[src/rtl/config_pkg.sv]
// Shared types and constants for the configuration word path.
package config_pkg;

  localparam int unsigned CONFIG_WORD_W = 32;
  localparam int unsigned CONFIG_BYTE_W = 8;
  localparam int unsigned CONFIG_CNT_W  = 2;

  localparam logic [CONFIG_WORD_W-1:0] CONFIG_SYNC_WORD = 32'hFAB0_FAB1;

  typedef enum logic {
    IDLE   = 1'b0,
    ACTIVE = 1'b1
  } link_state_e;

  // Big-endian shift: the newest byte lands in the low byte lane.
  function automatic logic [CONFIG_WORD_W-1:0] shift_in_byte(
    input logic [CONFIG_WORD_W-1:0] shift,
    input logic [CONFIG_BYTE_W-1:0] rx_byte
  );
    return {shift[CONFIG_WORD_W-CONFIG_BYTE_W-1:0], rx_byte};
  endfunction

endpackage

[src/rtl/config_idle_timer.sv]
// Idle-cycle counter with expiry flag; counts enabled cycles since the last clear.
module config_idle_timer #(
  parameter int unsigned TimeoutCycles = 10000,
  parameter int unsigned TimeoutWidth  = 16
) (
  input  logic clk,
  input  logic reset,
  input  logic enable,
  input  logic clear,
  output logic expired_c
);

  logic [TimeoutWidth-1:0] count_d, count_q;

  assign expired_c = enable && (count_q == TimeoutWidth'(TimeoutCycles - 1));

  // Held at zero while disabled; restarts after a clear or an expiry.
  always_comb begin
    count_d = count_q + TimeoutWidth'(1);
    if (!enable || clear || expired_c) begin
      count_d = '0;
    end
  end

  always_ff @(posedge clk) begin
    if (reset) begin
      count_q <= '0;
    end else begin
      count_q <= count_d;
    end
  end

endmodule

[src/rtl/config_word_assembler.sv]
// Packs received bytes into big-endian 32-bit config words and tracks link activity.
// Optional sync-word realignment is enabled by defining CONFIG_SYNC_REALIGN_EN.
module config_word_assembler
  import config_pkg::*;
#(
  parameter int unsigned               TimeoutCycles = 10000,
  parameter int unsigned               TimeoutWidth  = 16,
  parameter logic [CONFIG_WORD_W-1:0]  SyncPattern   = CONFIG_SYNC_WORD
) (
  input  logic                     CLK,
  input  logic                     Reset,
  input  logic [CONFIG_BYTE_W-1:0] RxByte,
  input  logic                     RxValid,
  output logic [CONFIG_WORD_W-1:0] WriteData,
  output logic                     WriteStrobe,
  output logic                     ComActive,
  output logic [CONFIG_CNT_W-1:0]  ByteCount
);

  link_state_e              state_d, state_q;
  logic [CONFIG_WORD_W-1:0] shift_d, shift_q;
  logic [CONFIG_WORD_W-1:0] wdata_d, wdata_q;
  logic                     strobe_d, strobe_q;
  logic [CONFIG_CNT_W-1:0]  count_d, count_q;
  logic [CONFIG_WORD_W-1:0] assembled_c;
  logic                     expired_c;

  config_idle_timer #(
    .TimeoutCycles(TimeoutCycles),
    .TimeoutWidth (TimeoutWidth)
  ) u_idle_timer (
    .clk      (CLK),
    .reset    (Reset),
    .enable   (state_q == ACTIVE),
    .clear    (RxValid),
    .expired_c(expired_c)
  );

  assign assembled_c = shift_in_byte(shift_q, RxByte);

`ifndef CONFIG_SYNC_REALIGN_EN
  logic unused_sync_c;
  assign unused_sync_c = ^SyncPattern;
`endif

  always_comb begin
    state_d  = state_q;
    shift_d  = shift_q;
    count_d  = count_q;
    wdata_d  = wdata_q;
    strobe_d = 1'b0;

    case (state_q)
      IDLE: begin
        if (RxValid) begin
          state_d = ACTIVE;
        end
      end
      ACTIVE: begin
        // A byte on the expiry cycle keeps the link alive.
        if (!RxValid && expired_c) begin
          state_d = IDLE;
          count_d = '0;
          shift_d = '0;
        end
      end
      default: state_d = IDLE;
    endcase

    if (RxValid) begin
      shift_d = assembled_c;
      count_d = count_q + CONFIG_CNT_W'(1);
      if (count_q == CONFIG_CNT_W'(3)) begin
        wdata_d  = assembled_c;
        strobe_d = 1'b1;
      end
`ifdef CONFIG_SYNC_REALIGN_EN
      // Sync word seen at any byte offset forces word alignment here.
      if (assembled_c == SyncPattern) begin
        wdata_d  = SyncPattern;
        strobe_d = 1'b1;
        count_d  = '0;
      end
`endif
    end
  end

  always_ff @(posedge CLK) begin
    if (Reset) begin
      state_q  <= IDLE;
      shift_q  <= '0;
      count_q  <= '0;
      wdata_q  <= '0;
      strobe_q <= 1'b0;
    end else begin
      state_q  <= state_d;
      shift_q  <= shift_d;
      count_q  <= count_d;
      wdata_q  <= wdata_d;
      strobe_q <= strobe_d;
    end
  end

  assign WriteData   = wdata_q;
  assign WriteStrobe = strobe_q;
  assign ComActive   = (state_q == ACTIVE);
  assign ByteCount   = count_q;

endmodule
[config.mk]
export PLATFORM = sky130hd
export DESIGN_NAME = config_word_assembler
export DESIGN_NICKNAME = d
export VERILOG_FILES = /design/src/rtl/config_pkg.sv /design/src/rtl/config_idle_timer.sv /design/src/rtl/config_word_assembler.sv
export SDC_FILE = /design/constraint.sdc
export NUM_CORES = 1
export LEC_CHECK = 0
export ABC_AREA = 1
export BUFFER_PORTS_ARGS = -buffer_cell sky130_fd_sc_hd__buf_2
export CAP_MARGIN = 20
export CORE_MARGIN = 1
export CORE_UTILIZATION = 55
export CTS_CLUSTER_SIZE = 14
export DETAILED_ROUTE_END_ITERATION = 12
export PLACE_DENSITY = 0.89
export SETUP_SLACK_MARGIN = 0.3
export SLEW_MARGIN = 20
export SYNTH_ARGS = -nofsm -noshare
export SYNTH_HDL_FRONTEND = slang
export SYNTH_SLANG_ARGS = --single-unit
[constraint.sdc]
create_clock -name CLK -period 1.7 [get_ports CLK]
set_clock_uncertainty 0.1 [all_clocks]
set_input_delay 0.255 -clock CLK [delete_from_list [all_inputs] [get_ports CLK]]
set_output_delay 0.255 -clock CLK [all_outputs]
set_load 0.01 [all_outputs]
==> results of run 1 <==
## stage by stage
step                      instance area, µm²   util
after global routing                    3630  0.715
after CTS                               3480  0.686
after floorplan                         2900      -
after global placement                  3210  0.632
after detailed placement                3210  0.632
final                                   3630  0.715
## state kept, by name (all words and copies together), names as in the netlist
register and flops:
u_idle_timer.count_q 16, ComActive 1, WriteStrobe 1, shift_q 24, ByteCount 2, WriteData 32
## cells in the mapped netlist, drive strengths merged
library cell | count | area (µm²)
xor2 | 6 | 52.6
nand3 | 37 | 190
nand2 | 127 | 479
a21oi | 7 | 35.0
nor2 | 50 | 198
nand4 | 4 | 25.0
or2 | 1 | 6.26
inv | 17 | 63.8
nor3 | 2 | 15.0
clkbuf | 6 | 22.5
o21ai | 35 | 175
buf | 10 | 65.1
xnor2 | 2 | 17.5
ha | 2 | 25.0
dfxtp | 76 | 1520
## power groups by stage
stage          Combinational, µW  Clock (µW)  Sequential, µW
2_1_floorplan               83.6           0            1880
3_3_place_gp                 132           0            1880
3_5_place_dp                 136           0            1880
4_1_cts                      148        1440            1840
5_1_grt                      184        1520            1850
6_report                     167        1420            1840
## final cells by class
class | count | area, µm² | area share
flip-flops and latches | 76 | 1540 | 0.425
multi-input cells | 277 | 1380 | 0.379
repair buffers | 59 | 350 | 0.0966
clock buffers | 11 | 151 | 0.0417
well taps | 70 | 87.6 | 0.0241
inverters | 17 | 63.8 | 0.0176
clock inverters | 5 | 58.8 | 0.0162
## repair_timing
| item | CTS | global route |
|---|---|---|
| buffers inserted | 0 | 4 |
| hold endpoints to repair | 1 | 0 |
| endpoints found under the setup margin | 65 | 61 |
| resized for setup | 12 | 40 |
| hold buffers | 1 | 0 |
| pin swaps | 3 | 5 |
| gates cloned | 2 | 2 |
## worst max-delay path, cell delays in order (launching register included)
cell     delay [ns]
dfxtp_4        0.36
ha_4           0.17
nand3_4        0.11
nor2_4         0.13
nand3_4        0.15
nand2_4        0.16
o21ai_0        0.11
## per-layer routing
layer	up-vias	global-route usage	part of all wire
met4	0	0.115	0.018
met2	102	0.428	0.51
met5	-	0	0
li1	1346	-	-
met1	1276	0.290	0.41
met3	19	0.0894	0.062
## cell families after synthesis
family | share of synthesized area
adder cells (fa/ha/maj) | 0.00865
buffers and inverters | 0.0524
AND/OR/NAND/NOR | 0.316
flip-flops | 0.526
XOR/XNOR | 0.0242
AO/OA/AOI/OAI | 0.0727
## final timing paths
| path | to | slack, ns | depth (start not counted) |
|---|---|---|---|
| max | shift_q[5]$_SDFFE_PP0P_ | 0.30 | 6 |
| max reg2reg | shift_q[5]$_SDFFE_PP0P_ | 0.30 | 6 |
| min | WriteData[6]$_SDFFE_PP0P_ | 0.004 | 3 |
| min reg2reg | ByteCount[0]$_SDFFE_PP0P_ | 0.37 | 1 |
==> impl_metrics.csv, run 1 <==
group,metric,value,unit
die,core,5070,µm²
power_and_ir_drop,switching_share,0.233,
cells_and_area,layout_common_cells,"nand2_1, dfxtp_1, buf_2",
sta,worst_slew_pin_slew,0.570,ns
critical_path,startpoint_type,"register",
run_status,status,"complete, no violations",
yosys,yosys_warnings,0,
global_routing,grt_pass1_vias,2413,
cts,clock_latency,0.36,ns
power_and_ir_drop,p_sw,799,µW
cells_and_area,nets,453,
cts,clockBufferDepth,2,
power_and_ir_drop,power_density,945,nW/µm²
power_and_ir_drop,total_power,3430,µW
sta,fin_tns_setup,0,ns
min_path,hp-class,"input pin to register",
cts,clock-sinks,76,
power_and_ir_drop,leakagePower,0.00156,µW
sta,finalHoldViolations,0,
yosys,syn_inst,382,
routing,totalWireLength,6950,µm
cts,clkSlewWorstSetupHoldPaths,0.08,ns
cells_and_area,num_antenna_cells,0,
cells_and_area,final_cells,515,
power_and_ir_drop,p_int,2630,µW
global_routing,grt-ovfl-total,0,
cts,htreeDepth,3,
sta,slew_viol_final,0,
cts,cts_root_buf,"clkbuf_8",
die,initial_utilization,0.570,
cells_and_area,area_delta_synth_final,25.5,%
critical_path,required,1.84,ns
yosys,ys_seq_elements,76,
sta,post-route-period-util,0.824,
sta,setup_slack,0.299,ns
die,die_area,5550,µm²
yosys,synth_area,2890,µm²
power_and_ir_drop,comb_power_share,0.049,
routing,wl_per_cell,13.5,µm
routing,dr.first_iter.drc_count,235,
cts,cts_tree,"built",
routing,viasPerCell,5.33,
sta,grt_setup_unrepaired,"true",
cells_and_area,fill_cells,377,
routing,ant_nets,0,
yosys,syn_area_per_cell,7.57,µm²
die,die_y,74.5,µm
power_and_ir_drop,p_clk_frac,0.414,
critical_path,worstSetupStartpoint,"u_idle_timer.count_q[0]$_SDFF_PP0_",
place,place_congestion,0.858,
die,rows,26,
sta,fmax,714,MHz
flow_run,max_cap_viol_count,0,
critical_path,worstReg2RegStart,"u_idle_timer.count_q[0]$_SDFF_PP0_",
yosys,mappedNetlistNets,395,
critical_path,cp_max_fo,7,
global_routing,grt_use_total,0.255,
cells_and_area,final_common_cell,"nand2_1",
global_routing,antenna_found_initial,0,
cts,cts_buffers,9,
yosys,ys_seq_area_frac,0.526,
sta,maxSlewHeadroom,0.619,
power_and_ir_drop,seq_power_share,0.538,
min_path,min-delay-start,"RxByte[6]",
place,pre_cts_slack,0.0805,ns
critical_path,end_kind,"register",
die,die_w,74.5,µm
yosys,ys_types,22,
critical_path,path_class,"register to register",
sta,min_period,1.40,ns
place,dp.final_hpwl,4320,µm
sta,hold-worst-slack,0.00388,ns
global_routing,grt_max_degree,59,
sta,setup_viol,0,
cells_and_area,drive_gt1_frac,0.249,
routing,first_pass_iters,5,
routing,num_vias,2743,
power_and_ir_drop,peakVddDrop,671,µV
global_routing,grt_pass1_wl,10600,µm
critical_path,arrival,1.54,ns
place,port_buffers,46,
place,placed_cells,490,
routing,drc_errors,0,
die,io_pins,47,
Note: power is estimated with default switching activity, not from simulation.
==> run 2, diff against run 1 <==
--- a/config.mk
+++ b/config.mk
@@ -5,11 +5,11 @@
 export SDC_FILE = /design/constraint.sdc
 export NUM_CORES = 1
 export LEC_CHECK = 0
-export ABC_AREA = 1
+export ABC_AREA = 0
 export BUFFER_PORTS_ARGS = -buffer_cell sky130_fd_sc_hd__buf_2
 export CAP_MARGIN = 20
 export CORE_MARGIN = 1
-export CORE_UTILIZATION = 55
+export CORE_UTILIZATION = 54
 export CTS_CLUSTER_SIZE = 14
 export DETAILED_ROUTE_END_ITERATION = 12
 export PLACE_DENSITY = 0.89
==> constraint.sdc (replaced) <==
create_clock -name CLK -period 1.45 [get_ports CLK]
set_clock_uncertainty 0.1 [all_clocks]
set_input_delay 0.2175 -clock CLK [delete_from_list [all_inputs] [get_ports CLK]]
set_output_delay 0.2175 -clock CLK [all_outputs]
set_load 0.01 [all_outputs]
==> impl_metrics.csv, run 2 <==
group,metric,value,unit
global_routing,grt_pass1_vias,2344,
critical_path,required,1.60,ns
cells_and_area,drive_gt1_frac,0.556,
die,die_area,5130,µm²
global_routing,grt_max_degree,23,
die,die_y,71.7,µm
yosys,synth_area,2620,µm²
place,pre_cts_slack,-0.490,ns
cts,cts_buffers,9,
yosys,synth_fa_ha_area_frac,0.00955,
power_and_ir_drop,leakagePower,0.00174,µW
yosys,synth_edf_count,0,
routing,viasPerCell,6.51,
cts,clock_latency,0.38,ns
cts,cts_tree,"built",
yosys,synth_most_common_cell,"dfxtp_1",
cells_and_area,layout_common_cells,"a22o_1, dfxtp_1, buf_6",
critical_path,cp_max_fo,7,
routing,drc_errors,0,
yosys,synth_top_family_by_area,"compound AO/OA/AOI/OAI gates",
yosys,ys_types,27,
sta,post-route-period-util,1.36,
yosys,yosys_most_used_dff,"dfxtp_1",
place,place_area,3130,µm²
die,initial_utilization,0.582,
sta,grt_setup_unrepaired,"true",
critical_path,max_stage_delay,0.50,ns
yosys,syn_inst,246,
min_path,hp-class,"input pin to register",
global_routing,grt_pass1_wl,11500,µm
sta,worst_slew_pin_slew,0.561,ns
cells_and_area,num_antenna_cells,0,
die,die_w,71.7,µm
yosys,yosys_warnings,0,
routing,first_pass_iters,5,
yosys,synthTopCellsByCount,"dfxtp_1, a22o_1, nand2_1",
critical_path,startpoint_type,"register",
yosys,ys_seq_area_frac,0.581,
routing,ant_nets,0,
yosys,async_reset_ff_frac,0,
yosys,syn_area_per_cell,10.7,µm²
cts,cts_root_buf,"clkbuf_8",
yosys,yosys.area_share.simple,0.129,
die,io_pins,47,
cells_and_area,area_delta_synth_final,56.6,%
place,port_buffers,46,
global_routing,antenna_found_initial,0,
cells_and_area,fill_cells,163,
routing,dr.first_iter.drc_count,309,
yosys,synth_top_area_cell,"dfxtp_1",
cells_and_area,largest_reg_flops,32,
yosys,synth_top_area_share,0.581,
cts,htreeDepth,3,
die,rows,24,
place,placed_cells,360,
sta,setup_viol,43,
critical_path,slowest_stage,"or4_4",
sta,setup_slack,-0.521,ns
sta,hold-worst-slack,-0.00448,ns
flow_run,max_cap_viol_count,0,
place,dp.final_hpwl,3760,µm
critical_path,path_class,"register to register",
cts,clkSlewWorstSetupHoldPaths,0.09,ns
critical_path,end_kind,"register",
run_status,violations,"hold timing, setup timing",
routing,wl_per_cell,24.5,µm
global_routing,grt_use_total,0.303,
power_and_ir_drop,peakVddDrop,1350,µV
yosys,synth_xor_xnor_area_share,0.0501,
sta,fmax,507,MHz
global_routing,grt-ovfl-total,0,
sta,slew_viol_final,0,
cells_and_area,final_common_cell,"a22o_1",
sta,maxSlewHeadroom,0.625,
cts,clock-sinks,76,
routing,num_vias,2655,
critical_path,r2r_setup_slack,-0.52,ns
yosys,mappedNetlistNets,259,
cells_and_area,nets,364,
routing,totalWireLength,10000,µm
yosys,synth.area.top_cells,"dfxtp_1, a22o_1, xnor2_1, nand2_1, nor2_1",
critical_path,crit_path_cell_trace,"ha_4, nand3_4, or4_4, o41a_4, a22o_1",
critical_path,arrival,2.12,ns
place,place_congestion,0.784,
cts,clockBufferDepth,2,
yosys,ys_seq_elements,76,
cells_and_area,stdcell_area,4100,µm²
sta,finalHoldViolations,1,
sta,min_period,1.97,ns
power_and_ir_drop,power_density,987,nW/µm²
yosys,synth_compound_area_frac,0.197,
power_and_ir_drop,total_power,4050,µW
die,core,4500,µm²
cells_and_area,final_cells,408,
run_status,status,"finished with violations",
yosys,synth_mux_area_frac,0,
==> run 2: cell types whose count changed after synthesis, sizes merged, moves of 5 or more <==
cell and change:
o21ai -35, a22o +46, nand2 -100, xnor2 +12
buf -6, inv -12, nand3 -32, xor2 -5
nor2 -28, nor4 +5
==> run 2: through the flow <==
step	TNS (ns)	utilization
finish	-20.78	0.911
global route	-21.50	0.911
CTS	-18.22	0.821
detailed placement	-20.04	0.696
global placement	-17.69	0.696
floorplan	-18.05	-
==> run 2: metal layers <==
metal	part of all wire	GRT usage	up-vias
met5	0	0	-
met4	0.057	0.176	0
met3	0.060	0.0970	59
met2	0.52	0.525	177
met1	0.36	0.324	1315
li1	-	-	1104
==> run 2: cell families after synthesis <==
group / after synthesis
AO/OA/AOI/OAI: 61
AND/OR/NAND/NOR: 73
adder cells (fa/ha/maj): 2
buffers and inverters: 19
flip-flops: 76
XOR/XNOR: 15
==> run 2: area by class of cell <==
cell class | count | area, µm² | area share
flip-flops and latches | 76 | 1570 | 0.383
clock buffers | 9 | 124 | 0.0302
well taps | 52 | 65.1 | 0.0159
repair buffers | 103 | 948 | 0.231
inverters | 5 | 18.8 | 0.00457
clock inverters | 7 | 58.8 | 0.0143
multi-input cells | 156 | 1320 | 0.321
==> run 2: path summary, 6_finish.rpt <==
| check | startpoint | endpoint | cells after the start |
|---|---|---|---|
| max | u_idle_timer.count_q[1]$_SDFF_PP0_ | shift_q[19]$_SDFFE_PP0P_ | 5 |
| min reg2reg | WriteData[30]$_SDFFE_PP0P_ | WriteData[30]$_SDFFE_PP0P_ | 2 |
| min | RxByte[0] | WriteData[0]$_SDFFE_PP0P_ | 2 |
| max reg2reg | u_idle_timer.count_q[1]$_SDFF_PP0_ | shift_q[19]$_SDFFE_PP0P_ | 5 |
==> run 2: critical path: cells and delay by family (launching register included) <==
family	cells	cell delay [ns]
AO/OA/AOI/OAI	2	0.67
adder cells (fa/ha/maj)	1	0.15
flip-flops	1	0.36
AND/OR/NAND/NOR	2	0.58
==> run 2: what timing repair did <==
action | in CTS | in global routing
hold buffers | 7 | 0
setup buffers | 10 | 10
resized for setup | 60 | 71
hold endpoints to repair | 13 | 0
cloned | 3 | 2
setup endpoints to repair | 93 | 111
pin swaps | 12 | 10
==> run 2: where the power goes <==
| part | leakage (µW) | internal (µW) | switching (µW) |
|---|---|---|---|
| Combinational | 0.00102 | 151 | 158 |
| Sequential | 0.000634 | 2120 | 43.5 |
| Clock | 0.0000887 | 650 | 925 |
==> run 3, diff against run 2 <==
--- a/config.mk
+++ b/config.mk
@@ -8,11 +8,13 @@
 export ABC_AREA = 0
 export BUFFER_PORTS_ARGS = -buffer_cell sky130_fd_sc_hd__buf_2
 export CAP_MARGIN = 20
+export CELL_PAD_IN_SITES_DETAIL_PLACEMENT = 1
+export CELL_PAD_IN_SITES_GLOBAL_PLACEMENT = 2
 export CORE_MARGIN = 1
-export CORE_UTILIZATION = 54
+export CORE_UTILIZATION = 34
 export CTS_CLUSTER_SIZE = 14
 export DETAILED_ROUTE_END_ITERATION = 12
-export PLACE_DENSITY = 0.89
+export PLACE_DENSITY = 0.87
 export SETUP_SLACK_MARGIN = 0.3
 export SLEW_MARGIN = 20
 export SYNTH_ARGS = -nofsm -noshare
==> impl_metrics.csv, run 3 (same netlist as run 2, synthesis figures left out) <==
group,metric,value,unit
sta,min_period,1.96,ns
die,io_pins,47,
cells_and_area,register_area,1570,µm²
sta,post-route-period-util,1.35,
critical_path,startpoint_type,"register",
power_and_ir_drop,power_density,1020,nW/µm²
cts,cts_tree,"built",
routing,first_pass_iters,4,
routing,totalWireLength,9350,µm
cells_and_area,multi_input_area,1250,µm²
cts,clkSlewWorstSetupHoldPaths,0.09,ns
power_and_ir_drop,total_power,4280,µW
cts,cts_buffers,9,
cells_and_area,stdcell_area,4190,µm²
run_status,status,"finished with violations",
routing,wl_per_cell,20.5,µm
critical_path,arrival,2.10,ns
cells_and_area,nets,366,
die,rows,31,
critical_path,path_class,"register to register",
place,placed_cells,409,
critical_path,endpoint,"shift_q[10]$_SDFFE_PP0P_",
global_routing,grt_use_total,0.203,
die,die_w,89.8,µm
sta,finalHoldViolations,0,
critical_path,slowest_stage,"or4_4",
cells_and_area,final_common_cell,"a22o_1",
power_and_ir_drop,leakagePower,0.00174,µW
critical_path,worstReg2RegStart,"u_idle_timer.count_q[1]$_SDFF_PP0_",
critical_path,path_delay_family,"compound AO/OA/AOI/OAI gates",
sta,fmax,509,MHz
min_path,hp-class,"input pin to register",
routing,viasPerCell,5.21,
cells_and_area,fill_cells,766,
place,place_area,3200,µm²
critical_path,end_kind,"register",
cells_and_area,area_delta_synth_final,59.8,%
run_status,violations,"setup timing",
sta,grt_setup_unrepaired,"true",
routing,drc_errors,0,
cts,clock-sinks,76,
power_and_ir_drop,peakVddDrop,546,µV
min_path,holdPathStages,2,
critical_path,worstReg2RegEnd,"shift_q[10]$_SDFFE_PP0P_",
place,dp.final_hpwl,4330,µm
sta,setup_slack,-0.514,ns
global_routing,antenna_found_initial,0,
routing,num_vias,2379,
critical_path,required,1.59,ns
cells_and_area,num_antenna_cells,0,
critical_path,r2r.worst_path.cells,5,
cells_and_area,final_cells,457,
critical_path,path_depth,5,
place,place_congestion,0.768,
global_routing,grt_pass1_vias,2426,
cts,cts_root_buf,"clkbuf_8",
global_routing,grt_pass1_wl,12600,µm
critical_path,max_stage_delay,0.47,ns
sta,maxSlewHeadroom,0.711,
critical_path,crit_path_cell_trace,"ha_4, nand3_4, or4_4, o41a_4, a22o_1",
critical_path,worstSetupStartpoint,"u_idle_timer.count_q[1]$_SDFF_PP0_",
cts,clockBufferDepth,2,
die,initial_utilization,0.356,
flow_run,max_cap_viol_count,0,
critical_path,r2r_setup_slack,-0.51,ns
place,pre_cts_slack,-0.499,ns
sta,worst_slew_pin_slew,0.431,ns
die,core,7370,µm²
sta,setup_viol,43,
routing,ant_nets,0,
place,port_buffers,46,
global_routing,grt-ovfl-total,0,
die,die_y,89.8,µm
global_routing,grt_max_degree,17,
cts,htreeDepth,3,
critical_path,cp_max_fo,7,
critical_path,cp.buffers_inverters,0,
sta,slew_viol_final,0,
cts,clock_latency,0.36,ns
die,die_area,8060,µm²
cells_and_area,largest_reg_flops,32,
cells_and_area,layout_common_cells,"a22o_1, buf_6, buf_4",
routing,dr.first_iter.drc_count,113,
cells_and_area,drive_gt1_frac,0.534,
## run 3: cell types whose count changed in the layout (fill, tap and decap cells not counted), moves of 2 or more
cell / previous run / this run
nand2_4: 10 / 8
buf_2: 17 / 12
buf_4: 36 / 40
nor2_4: 4 / 2
clkbuf_16: 0 / 2
buf_6: 38 / 43
nor2_2: 8 / 0
nor2_1: 12 / 21
buf_12: 4 / 2
## run 3: stage by stage
| stage | TNS, ns | utilization | hold WS, ns |
|---|---|---|---|
| after floorplan | -18.05 | - | 0.243 |
| after global placement | -17.62 | 0.434 | 0.343 |
| after detailed placement | -18.81 | 0.434 | 0.349 |
| after CTS | -19.37 | 0.512 | 0.00230 |
| after global routing | -20.50 | 0.568 | -0.00958 |
| final | -18.86 | 0.568 | 0.0341 |
## run 3: per-layer routing
metal | global-route usage | vias up | part of all wire | wire length, µm
li1 | - | 1100 | - | -
met1 | 0.225 | 1170 | 0.36 | 3410
met2 | 0.361 | 80 | 0.55 | 5130
met3 | 0.0618 | 29 | 0.042 | 396
met4 | 0.0792 | 0 | 0.044 | 413
met5 | 0 | - | 0 | 0
## run 3: how the worst min path moves through the flow
stage	end	from	slack (ns)
after floorplan	WriteData[0]$_SDFFE_PP0P_	RxByte[0]	0.24
after global placement	WriteData[28]$_SDFFE_PP0P_	WriteData[28]$_SDFFE_PP0P_	0.34
final	shift_q[6]$_SDFFE_PP0P_	RxByte[6]	0.03
after global routing	shift_q[6]$_SDFFE_PP0P_	RxByte[6]	-0.01
after detailed placement	WriteData[29]$_SDFFE_PP0P_	WriteData[29]$_SDFFE_PP0P_	0.35
after CTS	WriteData[5]$_SDFFE_PP0P_	RxByte[5]	0.002
## run 3: power by group
group	internal [µW]	switching, µW
registers	2120	44.1
logic	155	149
clock network	962	848
total	3240	1040
## run 3: layout make-up
class | instances | area share
inverters | 5 | 0.00448
clock inverters | 5 | 0.0152
repair buffers | 106 | 0.238
clock buffers | 11 | 0.0389
well taps | 99 | 0.0296
multi-input cells | 155 | 0.299
flip-flops and latches | 76 | 0.376
## run 3: what timing repair did
item | in CTS | in global routing
pin swaps | 11 | 18
cloned | 5 | 1
hold buffers | 6 | 1
endpoints found under the setup margin | 94 | 111
resized for setup | 49 | 75
setup buffers | 9 | 10
hold endpoints to repair | 9 | 1
